## src/rtl/decoder_proj_pkg.sv

```systemverilog
// Shared decode constants: segment table, mode encodings, counter width.
// Pure definitions; no logic, no latency, no backpressure.
package decoder_proj_pkg;

    localparam logic MODE_HEX    = 1'b0;
    localparam logic MODE_ONEHOT = 1'b1;

    localparam int LOAD_CNT_W = 8;

    // Active-high {g,f,e,d,c,b,a}, indexed by nibble value 0..F.
    localparam logic [0:15][6:0] SEG_TABLE = '{
        7'h3F, 7'h06, 7'h5B, 7'h4F, 7'h66, 7'h6D, 7'h7D, 7'h07,
        7'h7F, 7'h6F, 7'h77, 7'h7C, 7'h39, 7'h5E, 7'h79, 7'h71
    };

endpackage

```

## src/rtl/decoder_proj_core.sv

```systemverilog
// Combinational nibble decode: hex 7-segment or 3-to-8 one-hot.
// Zero latency; no backpressure (pure function of inputs).
module decoder_proj_core
    import decoder_proj_pkg::*;
(
    input  logic       mode,
    input  logic [3:0] nibble,
    output logic [7:0] pattern
);

    always_comb begin
        pattern = '0;
        if (mode == MODE_HEX) begin
            pattern = {1'b0, SEG_TABLE[nibble]};
        end else begin
            pattern = 8'(1) << nibble[2:0];
        end
    end

endmodule

```

## src/rtl/decoder_proj_formal.sv

```systemverilog
// Registered decoder with saturating load counter, sticky property and cover flags.
// One-cycle io_out latency; no backpressure, every enabled load is accepted.
module decoder_proj_formal
    import decoder_proj_pkg::*;
(
    input  logic                  clk,
    input  logic                  rst_n,
    input  logic [6:0]            io_in,
    output logic [7:0]            io_out,
    output logic                  out_valid,
    output logic [LOAD_CNT_W-1:0] load_cnt,
    output logic                  prop_fail,
    output logic                  cov_hex_f,
    output logic                  cov_onehot_msb
);

    logic [3:0] nibble;
    logic       load;
    logic       mode;
    logic       enable;
    logic [7:0] decoded;
    logic       mode_q;
    logic       is_onehot;
    logic       prop_bad;
    logic       hit_hex_f;
    logic       hit_onehot_msb;

    assign nibble = io_in[3:0];
    assign load   = io_in[4];
    assign mode   = io_in[5];
    assign enable = io_in[6];

    decoder_proj_core u_core (
        .mode    (mode),
        .nibble  (nibble),
        .pattern (decoded)
    );

    // Properties and covers observe the registered state, so flags land one edge later.
    assign is_onehot      = (io_out != 8'h00) && ((io_out & (io_out - 8'h01)) == 8'h00);
    assign prop_bad       = (out_valid && (mode_q == MODE_ONEHOT) && !is_onehot) ||
                            (!out_valid && (io_out != 8'h00));
    assign hit_hex_f      = out_valid && (mode_q == MODE_HEX)    && (io_out == 8'h71);
    assign hit_onehot_msb = out_valid && (mode_q == MODE_ONEHOT) && (io_out == 8'h80);

    always_ff @(posedge clk) begin
        if (!rst_n) begin
            io_out         <= '0;
            out_valid      <= 1'b0;
            load_cnt       <= '0;
            mode_q         <= MODE_HEX;
            prop_fail      <= 1'b0;
            cov_hex_f      <= 1'b0;
            cov_onehot_msb <= 1'b0;
        end else begin
            if (!enable) begin
                io_out    <= '0;
                out_valid <= 1'b0;
            end else if (load) begin
                io_out    <= decoded;
                out_valid <= 1'b1;
                mode_q    <= mode;
                if (load_cnt != '1) begin
                    load_cnt <= load_cnt + LOAD_CNT_W'(1);
                end
            end
            if (prop_bad) begin
                prop_fail <= 1'b1;
            end
            if (hit_hex_f) begin
                cov_hex_f <= 1'b1;
            end
            if (hit_onehot_msb) begin
                cov_onehot_msb <= 1'b1;
            end
        end
    end

endmodule

```

## config.mk

```make
export PLATFORM = sky130hd
export DESIGN_NAME = decoder_proj_formal
export DESIGN_NICKNAME = d
export VERILOG_FILES = /design/src/rtl/decoder_proj_pkg.sv /design/src/rtl/decoder_proj_core.sv /design/src/rtl/decoder_proj_formal.sv
export SDC_FILE = /design/constraint.sdc
export NUM_CORES = 1
export LEC_CHECK = 0
export CAP_MARGIN = 20
export CORE_ASPECT_RATIO = 1.5
export CORE_UTILIZATION = 29
export DETAILED_ROUTE_END_ITERATION = 7
export PLACE_DENSITY = 0.5
export SYNTH_ARGS = -nofsm -noshare
export SYNTH_HDL_FRONTEND = slang
export SYNTH_SLANG_ARGS = --single-unit
```

## constraint.sdc

```tcl
create_clock -name clk -period 4.3 [get_ports clk]
set_clock_uncertainty 0.1 [all_clocks]
set_input_delay 0.86 -clock clk [delete_from_list [all_inputs] [get_ports clk]]
set_output_delay 0.86 -clock clk [all_outputs]
set_load 0.05 [all_outputs]
```

* Word level (Yosys, flattened, before mapping)
Memory sizes are Yosys's and may differ from the RTL's. Cells that the tools add are included.
Storage, ports and cells: bits in registers 21, ROM bits 112, output and inout bits 20, logic and storage cells 36, memories 1
Operators by class: add/sub/neg operators 2, order comparisons 1, equality and inequality tests 3, shifts and indexed selects 1, muxes and demuxes 3, bitwise operators 3, reduce and logical (&&, ||, !) cells 15
Memory list:
- (no name shown) | words 16, bits a word 7, rd ports 1, clocked after Yosys merged registers in 0, write ports 0, line decoder_proj_core.sv:14 | pattern = {1'b0, SEG_TABLE[nibble]};
Operators with widths (number):
- $mux W7 | 2
- $add A8 B1 Y8 const B | 1
- $and A8 B8 Y8 | 1
- $eq A8 B7 Y1 const B | 1
- $eq A8 B8 Y1 const B | 1
- $logic_not A8 Y1 | 1
- $mux W8 | 1
- $ne A8 B8 Y1 const B | 1
- $reduce_bool A8 Y1 | 1
- $shl A1 B3 Y8 const A | 1
- $sub A8 B1 Y8 const B | 1
- $logic_and A1 B1 Y1 | 7
- $ge A5 B5 Y1 const B | 1
- $not A4 Y5 | 1
- $reduce_and A2 Y1 | 2
- $reduce_and A3 Y1 | 1
- $logic_not A1 Y1 | 2
- $logic_or A1 B1 Y1 | 1
- $not A1 Y1 | 1

* Longest topological paths before layout
Gate-level depths: netlist of run 1.
depth after elaboration 7, mapped depth 6

* Modules after synthesis
From an unflattened synthesis of run 1, not the netlist that was laid out.
Second synthesis, totals: cells, all modules 154, area, all modules 1345.0 µm²
Modules (own cells, without submodules):
- decoder_proj_formal | instances 1, cells each 106, area each 968.4 µm², sequential area each 420.4 µm²
- decoder_proj_core | instances 1, cells each 48, area each 376.6 µm², sequential area each 0.0 µm²

* Worst setup path after synthesis of run 1
Ideal clock, no wire load.
path type input to register, start input port io_in[0], end register io_out[3], arrival 1.986 ns, data required time 4.122 ns, slack 2.136 ns, cell stages on the path 6, path buffers 0, cells stage by stage inv_1 ha_1 inv_1 mux4_2 o211a_1 nor3_1
Between the ends: longest elaborated chain between the ends 5, elaborated cells between the ends (all ways) 6, classes of those cells 1 x shift; 3 x mux; 1 x bitwise; 1 x memory
RTL lines:
- start: declaration | line decoder_proj_formal.sv:8 | input logic [6:0] io_in,
- $not A4 Y5 (not written as such) | line decoder_proj_core.sv:14
- $mem_v2 Z16 W7
- $mux W7 (not written as such) (2 in a row) | line decoder_proj_core.sv:14
- $mux W8 (*) | line decoder_proj_core.sv:13 | if (mode == MODE_HEX) begin
- end signal: assignment | line decoder_proj_formal.sv:60 | io_out <= decoded;
- end: declaration | line decoder_proj_formal.sv:9 | output logic [7:0] io_out,
Mark *: on every way between the ends. The rest lies on a longest branch, timed or not. The select of a mux whose other input is x is not followed. A chain may end at the register's enable or synchronous reset.

* Worst setup path in the final report of run 1
start input port io_in[4], end register load_cnt[5]
Between the ends: longest elaborated chain between the ends 1
RTL lines:
- $reduce_and A3 Y1 (no source line)
- end signal: assignment | line decoder_proj_formal.sv:64 | load_cnt <= load_cnt + LOAD_CNT_W'(1);
- end: declaration | line decoder_proj_formal.sv:11 | output logic [LOAD_CNT_W-1:0] load_cnt,
Every way passes these cells.

==> results of run 1 <==
## cell type report
| class | count | area (um2) |
|---|---|---|
| Tap cell | 46 | 57.6 |
| Clock buffer | 3 | 41.3 |
| Sequential cell | 21 | 420 |
| Fill cell | 451 | 2640 |
| Inverter | 9 | 33.8 |
| Timing Repair Buffer | 28 | 280 |
| Clock inverter | 1 | 5.00 |
| Multi-Input combinational cell | 118 | 838 |
## worst max-delay path: cells and delay by family
kind                   cells  cell delay [ps]
buffers and inverters      1              840
AND/OR/NAND/NOR            2              680
AO/OA/AOI/OAI              2              430
## state kept, by name, summed over array words and instances, names as in the netlist
register        flops
prop_fail           1
out_valid           1
io_out              8
mode_q              1
cov_hex_f           1
load_cnt            8
cov_onehot_msb      1
## cell usage in the layout, fill, tap and decap left out, types with 3 or more instances in the layout
cell              n
a211oi_1          3
inv_1             9
clkbuf_8          3
a21oi_1           7
nand2_1           6
o211ai_1          3
nor4_1            3
nand2b_1          9
dfxtp_1          21
clkdlybuf4s50_1  28
nand3_1           9
ha_1              8
xnor2_1           5
o21ai_0           5
a31oi_1           6
nor2_1            9
## report_power, final
part	switching (mW)	leakage, nW	internal (mW)
combinational	0.0571	0.409	0.0406
sequential	0.00792	0.171	0.200
clock	0.0667	0.0255	0.0645
## kinds of logic after synthesis
logic type	share of synthesized area (%)
mux	2.45
xor+xnor	3.96
buf+inv	5.09
compound gates	21.9
flops	31.7
fa+ha+maj	8.30
simple gates	26.6
## per-stage QoR
stage	cells	hold WS (ps)	cell area, um2	util (%)	total power, mW
after floorplan	155	352	1330	-	0.280
after global placement	222	353	1630	37.8	0.311
after detailed placement	222	364	1630	37.8	0.311
after CTS	226	384	1680	38.8	0.446
after global routing	226	416	1680	38.8	0.463
final	226	373	1680	38.8	0.437
## cell usage after synthesis (3+ instances only)
master	count	area, um2
a211oi_1	3	22.5
nor4_1	3	18.8
o21ai_0	5	25.0
inv_1	9	33.8
a21oi_1	7	35.0
a31oi_1	6	37.5
nor2_1	9	33.8
clkbuf_1	5	18.8
nand2b_1	9	56.3
dfxtp_1	21	420
ha_1	8	100
xnor2_1	5	43.8
o211ai_1	3	22.5
nand3_1	9	45.0
nand2_1	6	22.5
## final timing paths
| kind | from | to | slack, ps | depth (start not counted) |
|---|---|---|---|---|
| worst max-delay path | io_in[4] | load_cnt[5] | 1590 | 5 |
| worst min-delay path | cov_onehot_msb | cov_onehot_msb | 370 | 1 |
| worst max register to register | load_cnt[0] | load_cnt[5] | 2440 | 5 |
| worst min register to register | cov_onehot_msb | cov_onehot_msb | 370 | 1 |
## layer usage
metal / global-route usage (%) / routed length (um) / vias up / share of wire, %
li1: - / - / 623 / -
met1: 17.2 / 1380 / 566 / 44
met2: 25.8 / 1680 / 26 / 53
met3: 1.52 / 82 / 0 / 2.6
met4: 5.32 / 0 / 0 / 0
met5: 0 / 0 / - / 0
==> run_results.csv, run 1 <==
group,metric,value,unit
floorplanning,boundaryPins,29,
pwr,ir_drop,95.2,uV
sta,fmax,368,MHz
run,cap_violations,0,
yosys,synthDistinctLibCells,50,
clock_tree,postCtsHoldBufs,0,
setup_path,cpPeakStageDelay,840,ps
drt,vias,1215,
yosys,syn_area_per_cell,8.56,um2
yosys,yosysWarnings,0,
floorplanning,initial_core_util,30.7,%
setup_path,path_class,"in -> reg",
sta,setup_tns,0,ps
drt,wirelength,3150,um
setup_path,path_cells,"clkdlybuf4s50_1, nand2_2, a21o_1, or4_1, a21oi_1",
sta,hold_viol,0,
yosys,async_flop_share,0,%
finish,nets,198,
drt,drt-wirelength-per-cell,13.9,um
setup_path,critPathArrivalTime,2810,ps
run_status,outcome,"complete, but fails checks",
floorplanning,die_w,57.2,um
drt,drc,4,
yosys,synth-main-ff-cell,"dfxtp_1",
drt,via_per_inst,5.38,
yosys,synth_edf_count,0,
setup_path,worstPathRequired,4390,ps
grt,grt_pass1_wl,5580,um
pwr,p_leak,0.605,nW
finish,drive_gt1_share,5.56,%
setup_path,worstSetupStartpointType,"input port",
place,portBuffers,28,
yosys,ys_ff_latch,21,
clock_tree,clk_path_buf_depth,2,
grt,overflow,0,
clock_tree,numCtsBuffers,3,
drt,drt-initial-drc-count,28,
clock_tree,h-tree-depth,1,
sta,setup_violations,0,
clock_tree,clk_latency,260,ps
sta,rsz0062_at_grt,"false",
yosys,synth.net_count,172,
pwr,powerDensity,261,mW/mm2
sta,relSlewSlack,59.5,%
sta,fin_crit,2710,ps
grt,grt_use_total,14.3,%
finish,insertedDiodeCount,0,
place,place_ws,1300,ps
setup_path,critPathMaxFanout,19,
sta,tightest_slew,605,ps
setup_path,cp_slowest_cell,"clkdlybuf4s50_1",
grt,antenna_found_initial,0,
drt,antenna_left,0,
floorplanning,dieArea,0.00485,mm2
place,dp.final_hpwl,2370,um
sta,post-route-period-util,63.1,%
sta,worst_slack,1590,ps
floorplanning,row_count,29,
clock_tree,cts_tree,"built",
clock_tree,clock_sinks,21,
clock_tree,cts_resized,0,
drt,drt_first_pass_iters,6,
grt,grt_max_degree,22,
finish,syn2layout_area_growth,26.4,%
clock_tree,cts_setup_buffers,0,
setup_path,endpoint_kind,"flop",
yosys,syn_inst,155,
floorplanning,core_area,0.00432,mm2
yosys,seq_area_frac_synth,31.7,%
worst_hold_path,min_path_type,"reg -> reg",
grt,grt_pass1_vias,1148,
run_status,violations,"DRC",
clock_tree,clk_pin_slew,80,ps
sta,drv_slew,0,
clock_tree,root_buffer,"clkbuf_8",
yosys,synth_area,0.00133,mm2
place,place_congestion,0.783,
floorplanning,die_h,84.8,um
Note: power is estimated with default switching activity, not from simulation.
==> inputs of run 2 (changes only) <==
PLACE_DENSITY = 0.52   (was 0.5)
clock period = 2.2 ns   (was 4.3 ns; I/O delays follow)
==> run 2 against run 1 <==
Against the previous run:
- core utilization up 3.3 points
- via count grew 5.2%
- cell count increased by 8.4%
- register-to-register slack worse by 2000 ps
- critical endpoint is now io_out[0]
- final area is 8.5% higher
- the run still ends with DRC left
- largest cell class unchanged
- critical path depth is 2 higher
- non-clock buffer count up 19
- sequential share of layout area down 2.0 points
- global-route usage increased by 0.53 points
- wire length is 3.0% higher
- total power up 100%
- clock power up 92%
==> run_results.csv, run 2 (synthesis results as in run 1) <==
group,metric,value,unit
run_status,outcome,"complete, but fails checks",
run_status,violations,"DRC",
drt,vias,1278,
drt,wirelength,3240,um
place,dp.final_hpwl,2530,um
grt,grt_pass1_wl,5710,um
setup_path,reg2reg_to,"load_cnt[5]",
pwr,p_total,877,uW
grt,grt_pass1_vias,1228,
worst_hold_path,holdPathEnd,"cov_onehot_msb",
grt,antenna_found_initial,0,
pwr,powerDensity,482,mW/mm2
sta,fin_crit,2130,ps
sta,setup_violations,0,
pwr,ir_drop,163,uV
floorplanning,row_count,29,
clock_tree,cts_tree,"built",
sta,relSlewSlack,60.0,%
grt,overflow,0,
worst_hold_path,min_path_cells,1,
clock_tree,clk_pin_slew,70,ps
clock_tree,numCtsBuffers,3,
sta,fmax,470,MHz
pwr,combPwrFrac,25.0,%
finish,multi_input_area,840,um2
worst_hold_path,min_path_type,"reg -> reg",
drt,antenna_left,0,
floorplanning,die_h,84.8,um
floorplanning,boundaryPins,29,
sta,drv_slew,0,
place,dp_cells,241,
sta,hold_viol,0,
clock_tree,clk_latency,260,ps
floorplanning,die_w,57.2,um
pwr,p_sw,256,uW
sta,tightest_slew,585,ps
clock_tree,root_buffer,"clkbuf_8",
floorplanning,core_area,0.00432,mm2
setup_path,ff2ff_path_depth,5,
clock_tree,h-tree-depth,1,
drt,drc,2,
finish,regArea,420,um2
grt,grt_use_total,14.9,%
place,place_congestion,0.867,
sta,rsz0062_at_grt,"false",
pwr,p_leak,0.705,nW
drt,drt-wirelength-per-cell,13.2,um
worst_hold_path,min_from,"cov_onehot_msb",
drt,via_per_inst,5.22,
setup_path,worstPathRequired,2280,ps
finish,fill_cells,436,
finish,layout_commonest_cell,"clkdlybuf4s50_1",
finish,drive_gt1_share,14.6,%
clock_tree,clk_path_buf_depth,2,
pwr,pwr-share-seq,46.4,%
setup_path,endpoint_kind,"flop",
finish,syn2layout_area_growth,37.2,%
clock_tree,clock_sinks,21,
floorplanning,dieArea,0.00485,mm2
finish,insertedDiodeCount,0,
setup_path,critPathMaxFanout,4,
pwr,pwr-share-clk,28.6,%
setup_path,path_class,"in -> reg",
grt,grt_max_degree,19,
setup_path,r2r_start,"load_cnt[0]",
sta,post-route-period-util,96.6,%
drt,drt_first_pass_iters,8,
setup_path,worstSetupStartpointType,"input port",
finish,final_cell_mix,"clkdlybuf4s50_1, dfxtp_1, buf_4",
run,cap_violations,0,
pwr,swShare,29.1,%
floorplanning,initial_core_util,30.7,%
setup_path,r2r_slack,440,ps
finish,reg_top3,"io_out: 8 flops, load_cnt: 8 flops",
setup_path,critPathArrivalTime,2200,ps
pwr,cellInternalPower,621,uW
drt,drt-initial-drc-count,44,
finish,nets,217,
place,portBuffers,28,
finish,stdcell_count,245,
run 2: cell count changes in the layout (fill, tap and decap cells not counted):
cell	before	now
buf_4	0	20
clkbuf_1	0	1
dlymetal6s2s_1	0	1
clkinv_2	1	0
a2111oi_0	2	1
clkdlybuf4s50_1	28	26
a2111oi_1	0	1
run 2: worst max-delay path by stage:
stage,from,end,slack (ps),depth (start not counted)
6_report,io_in[1],io_out[0],70,7
5_1_grt,io_in[1],io_out[0],20,7
4_1_cts,io_out[6],io_out[6],60,1
3_5_place_dp,io_in[1],io_out[0],-190,7
3_3_place_gp,io_in[1],io_out[0],-100,7
2_1_floorplan,load_cnt[0],load_cnt[5],210,5
run 2: metrics by stage:
step,util [%],setup TNS [ps],cell area (um2),worst slack [ps],hold slack [ps]
final,42.1,0,1820,74.1,373
after global routing,42.1,0,1820,18.2,410
after CTS,42.0,0,1820,56.7,382
after detailed placement,41.0,-335,1770,-187,363
after global placement,41.0,-197,1770,-99.7,350
after floorplan,-,0,1330,212,352
run 2: metal layers:
layer  vias to the layer above  global-route usage (%)  share of wire, %
met1                       598                    16.4                42
met2                        18                    27.9                56
li1                        662                       -                 -
met5                         -                       0                 0
met3                         0                    1.98               2.4
met4                         0                    5.99                 0
run 2: critical path, cell delays in order:
cell and delay [ps]:
clkdlybuf4s50_1 450, buf_4 160, ha_1 220, and3b_1 180
a2111oi_1 440, a31oi_1 80, a211oi_1 230
run 2: power by group through the flow:
| stage | Combinational, mW | Sequential, mW | Clock, mW |
|---|---|---|---|
| final | 0.219 | 0.407 | 0.251 |
| after global routing | 0.240 | 0.409 | 0.284 |
| after CTS | 0.220 | 0.407 | 0.264 |
| after detailed placement | 0.219 | 0.416 | 0 |
| after global placement | 0.216 | 0.416 | 0 |
| after floorplan | 0.0967 | 0.451 | 0 |
run 2: repair_timing:
item | 4_1_cts | 5_1_grt
hold endpoints to repair | 0 | 0
hold buffers | 0 | 0
setup buffers | 0 | 0
setup endpoints to repair | 0 | 2
resized for setup | 0 | 2
run 2: layout make-up:
cell class	count	area share [%]
multi-input combinational	118	46.1
timing repair buffer	47	23.2
sequential	21	23.1
tap	46	3.16
clock buffer	4	2.48
inverter	9	1.86
==> variant 1: new RTL, settings of run 2 <==
The package constant `LOAD_CNT_W` goes from 8 to 10.
--- a/src/rtl/decoder_proj_pkg.sv
+++ b/src/rtl/decoder_proj_pkg.sv
@@ -5,7 +5,7 @@
     localparam logic MODE_HEX    = 1'b0;
     localparam logic MODE_ONEHOT = 1'b1;
 
-    localparam int LOAD_CNT_W = 8;
+    localparam int LOAD_CNT_W = 10;
 
     // Active-high {g,f,e,d,c,b,a}, indexed by nibble value 0..F.
     localparam logic [0:15][6:0] SEG_TABLE = '{
Interface: changed (resized load_cnt); port bits go from 29 to 31. No check against the original RTL was run, so the function may have changed too.
==> variant 1 against run 2 <==
- clock power is 4% higher
- sequential cell count is 2 higher
- largest cell class unchanged
- non-clock buffer count is 1 higher
- count of clock-buffer cells in the layout is 1 lower
- critical endpoint is now load_cnt[6]
- design area is 5.3% higher
- worst setup slack better by 34 ps
- area after synthesis is 4.4% higher
- critical path depth is 6 lower
- first-iteration DRC count stayed put
- total power is 5.3% higher
- routed wire length is 6.0% higher
==> variant 1: results (changes against run 2) <==
[place]
placed_area_um2=1870  ; was 1770 um^2
io_buffers=30  ; was 28
hpwl_um=2720  ; was 2530 um

[setup_path]
cp_max_fo=8  ; was 4
r2r_end=prop_fail$_SDFFE_PN0P_  ; was load_cnt[5]$_SDFFE_PN0P_
rrSetupSlack_ps=380  ; was 440 ps
crit_family=buffers and inverters  ; was compound AO/OA/AOI/OAI gates
rr_startpoint=io_out[1]$_SDFFE_PN0P_  ; was load_cnt[0]$_SDFFE_PN0P_

[grt]
track_usage=0.143  ; was 0.149
met1_usage=0.150  ; was 0.164
first_global_vias=1337  ; was 1228
met2_usage=0.262  ; was 0.279
grt_max_degree=18  ; was 19
grt_pass1_wl_um=5680  ; was 5710 um

[synthesis]
synth-seq-area-share=0.332  ; was 0.317
yosys-top-cells-area=dfxtp_1 (33%), ha_1 (7.2%), nor2_1 (4.1%), o21ai_0 (3.6%), nand3_1 (3.3%)  ; was dfxtp_1 (32%), ha_1 (7.5%), nand2b_1 (4.2%), nand3_1 (3.4%), xnor2_1 (3.3%)

[finish]
nNetsFinal=228  ; was 217
n_fill_cell=469  ; was 436
largestRegisters=load_cnt (10), io_out (8)  ; was io_out (8), load_cnt (8)

[power]
p_sw_uw=271  ; was 256 uW
p_leak_nw=0.715  ; was 0.705 nW

[detailed_routing]
via_per_inst=5.06  ; was 5.22
drt-pass1-iter-count=5  ; was 8
routedWlPerCell_um=12.5  ; was 13.2 um
wl_met3_um=96  ; was 77 um
m1WireLength_um=1400  ; was 1360 um

[sta]
holdWs_ps=371  ; was 373 ps

[status]
status=completed  ; was finished with violations

[variant 1: changes by cell type in the layout (fill, tap and decap cells not counted), moves of 4 or more]
cell	delta
nand2_1	+5
nor2_1	+6
nand2b_1	-6
and2_1	+4
o21ai_0	+5
inv_1	-4
nand4_1	+4
[variant 1: final cells by class]
| cell class | count | area, um^2 | area share |
|---|---|---|---|
| tap | 64 | 80.1 | 0.0418 |
| clock inverter | 1 | 5.00 | 0.00261 |
| multi-input combinational | 130 | 880 | 0.459 |
| sequential | 23 | 460 | 0.240 |
| timing repair buffer | 48 | 430 | 0.225 |
| inverter | 5 | 18.8 | 0.00980 |
| clock buffer | 3 | 41.3 | 0.0216 |
[variant 1: power groups by stage]
stage          logic, mW  registers, mW  clock network, mW
4_1_cts            0.218          0.445              0.278
3_3_place_gp       0.214          0.454                  0
5_1_grt            0.237          0.447              0.295
6_report           0.218          0.444              0.261
2_1_floorplan     0.0942          0.490                  0
3_5_place_dp       0.217          0.455                  0
[variant 1: how the worst max path moves through the flow]
stage / startpoint / to / cells after the start
after floorplan: io_out[1]$_SDFFE_PN0P_ / prop_fail$_SDFFE_PN0P_ / 5
after global placement: io_in[0] / io_out[3]$_SDFFE_PN0P_ / 8
after detailed placement: io_in[0] / io_out[3]$_SDFFE_PN0P_ / 8
after CTS: load_cnt[0]$_SDFFE_PN0P_ / load_cnt[0] / 1
after global routing: io_in[0] / io_out[3]$_SDFFE_PN0P_ / 8
final: load_cnt[6]$_SDFFE_PN0P_ / load_cnt[6] / 1
[variant 1: cell families after synthesis]
logic type,after synthesis,share of synthesized area
buffers and inverters,12,0.0334
DFF,23,0.332
muxes,3,0.0307
and+or+nand+nor,72,0.286
xor gates and xnor gates,5,0.0316
adders and majority gates,9,0.0795
AOI/OAI and AO/OA,41,0.206
==> variant 2: new RTL, config.mk and constraints of run 2 <==
Without the edit above. Register the input `io_in` before use. The logic sees it one clock later.
--- a/src/rtl/decoder_proj_formal.sv
+++ b/src/rtl/decoder_proj_formal.sv
@@ -14,6 +14,12 @@
     output logic                  cov_onehot_msb
 );
 
+    logic [6:0] io_q;
+
+    always_ff @(posedge clk) begin
+        io_q <= io_in;
+    end
+
     logic [3:0] nibble;
     logic       load;
     logic       mode;
@@ -25,10 +31,10 @@
     logic       hit_hex_f;
     logic       hit_onehot_msb;
 
-    assign nibble = io_in[3:0];
-    assign load   = io_in[4];
-    assign mode   = io_in[5];
-    assign enable = io_in[6];
+    assign nibble = io_q[3:0];
+    assign load   = io_q[4];
+    assign mode   = io_q[5];
+    assign enable = io_q[6];
 
     decoder_proj_core u_core (
         .mode    (mode),
Behaviour: not the same (a bounded check fails within 4 cycles, from zero or initial values and one cycle with rst_n low).
==> variant 2 against run 2 <==
- sequential power increased by 37%
- via count increased by 1.0%
- cell count increased by 5.3%
- routed wire length increased by 4.4%
- area after synthesis increased by 14%
- total power increased by 16%
- combinational power decreased by 15%
- register-to-register slack got worse by 80 ps
- worst setup slack improved by 24 ps
- sequential cell count increased by 7
- non-clock buffer count decreased by 16
- utilization decreased by 4.0 points
- design area increased by 3.4%
==> variant 2: results (changes against run 2) <==
[status]
status=completed  ; was finished with violations

[power]
p_leak_nw=0.687  ; was 0.705 nW
p_sw_uw=285  ; was 256 uW
ir_drop_mv=0.244  ; was 0.163 mV

[setup_path]
critPathSlowestCell=clkdlybuf4s50_1  ; unchanged
cp_max_fo=5  ; was 4
crit_family=buffers and inverters  ; was compound AO/OA/AOI/OAI gates
cp_slowest_stage_delay_ps=840  ; was 450 ps
arrival_ps=1560  ; was 2200 ps

[synthesis]
yosys-top-cells-area=dfxtp_1 (37%), ha_1 (6.6%), a31oi_1 (4.1%), nor2_1 (3.2%), a21oi_1 (3.0%)  ; was dfxtp_1 (32%), ha_1 (7.5%), nand2b_1 (4.2%), nand3_1 (3.4%), xnor2_1 (3.3%)
synth_common_cells=dfxtp_1 (28), nor2_1 (13), a31oi_1 (10)  ; was dfxtp_1 (21), inv_1 (9), nand2b_1 (9), nand3_1 (9), nor2_1 (9)
synth-seq-area-share=0.370  ; was 0.317
yosysUniqueCellTypes=51  ; was 50
yosysWarningCount=0  ; unchanged
syn_area_per_cell_um2=9.14  ; was 8.56 um^2
synthesis.nets=183  ; was 172

[clock_tree]
cts_max_path_buffers=2  ; unchanged
cts.repair.resized=0  ; unchanged
htreeDepth=1  ; unchanged
root_buffer=clkbuf_8  ; unchanged
clk_latency_ps=270
clk_pin_slew_ps=90  ; was 70 ps

[detailed_routing]
routedWlPerCell_um=13.1  ; was 13.2 um
wl_um=3380  ; was 3240 um
via_per_inst=5.00  ; was 5.22
drt-pass1-iter-count=4  ; was 8
first_iter_violations=53  ; was 44

[place]
placed_area_um2=1840  ; was 1770 um^2
dpl_worst_slack_ps=368  ; was -187 ps
hpwl_um=2660  ; was 2530 um
placedCellCount=255  ; was 241
gp_congestion=0.848  ; was 0.867

[finish]
antennaDiodeCount=0  ; unchanged
nNetsFinal=211  ; was 217
n_fill_cell=511  ; was 436
drive_gt1_frac=0.115  ; was 0.146
largestRegisters=io_out (8), load_cnt (8), io_q (7)  ; was io_out (8), load_cnt (8)

[grt]
grt_max_degree=18  ; was 19
first_global_vias=1210  ; was 1228
antenna_found_initial=0  ; unchanged
track_usage=0.137  ; was 0.149
grt_pass1_wl_um=5820  ; was 5710 um

[sta]
worstMarginPinSlew_ps=517  ; was 585 ps

[worst_hold_path]
min_path_type=register to register  ; unchanged

-- variant 2: per-layer routing --
layer	vias up	routed length [um]	GRT usage
li1	667	-	-
met1	600	1440	0.167
met2	20	1820	0.226
met3	4	65	0.0201
met4	0	57	0.0625
met5	-	0	0
-- variant 2: kinds of logic after synthesis --
family	share of synthesized area
compound gates	0.215
xor+xnor	0.0173
fa+ha+maj	0.0726
buf+inv	0.0553
flops	0.370
mux	0.0239
simple gates	0.246
-- variant 2: final cells by class --
cell class              instances  area share
multi-input cells             121       0.464
inverters                       9      0.0180
flip-flops and latches         28       0.298
repair buffers                 31       0.154
well taps                      66      0.0439
clock buffers                   3      0.0220
-- variant 2: path summary, 6_finish.rpt --
kind	start	to	slack, ps	depth (start not counted)
setup / recovery	io_out[3]$_SDFFE_PN0P_	io_out[3]	100	1
hold / removal	cov_hex_f$_SDFFE_PN0P_	cov_hex_f$_SDFFE_PN0P_	380	2
setup reg to reg	io_q[1]$_DFF_P_	io_out[3]$_SDFFE_PN0P_	360	6
hold reg to reg	cov_hex_f$_SDFFE_PN0P_	cov_hex_f$_SDFFE_PN0P_	380	2
-- variant 2: power groups by stage --
stage | Clock [mW] | Combinational, mW | Sequential [mW]
6_report | 0.272 | 0.186 | 0.557
3_5_place_dp | 0 | 0.187 | 0.569
3_3_place_gp | 0 | 0.183 | 0.568
4_1_cts | 0.287 | 0.187 | 0.557
2_1_floorplan | 0 | 0.101 | 0.595
5_1_grt | 0.315 | 0.204 | 0.562
-- variant 2: through the flow --
stage | utilization | total power, mW
floorplan | - | 0.696
global placement | 0.373 | 0.751
detailed placement | 0.373 | 0.756
CTS | 0.382 | 1.03
global route | 0.382 | 1.08
finish | 0.382 | 1.02
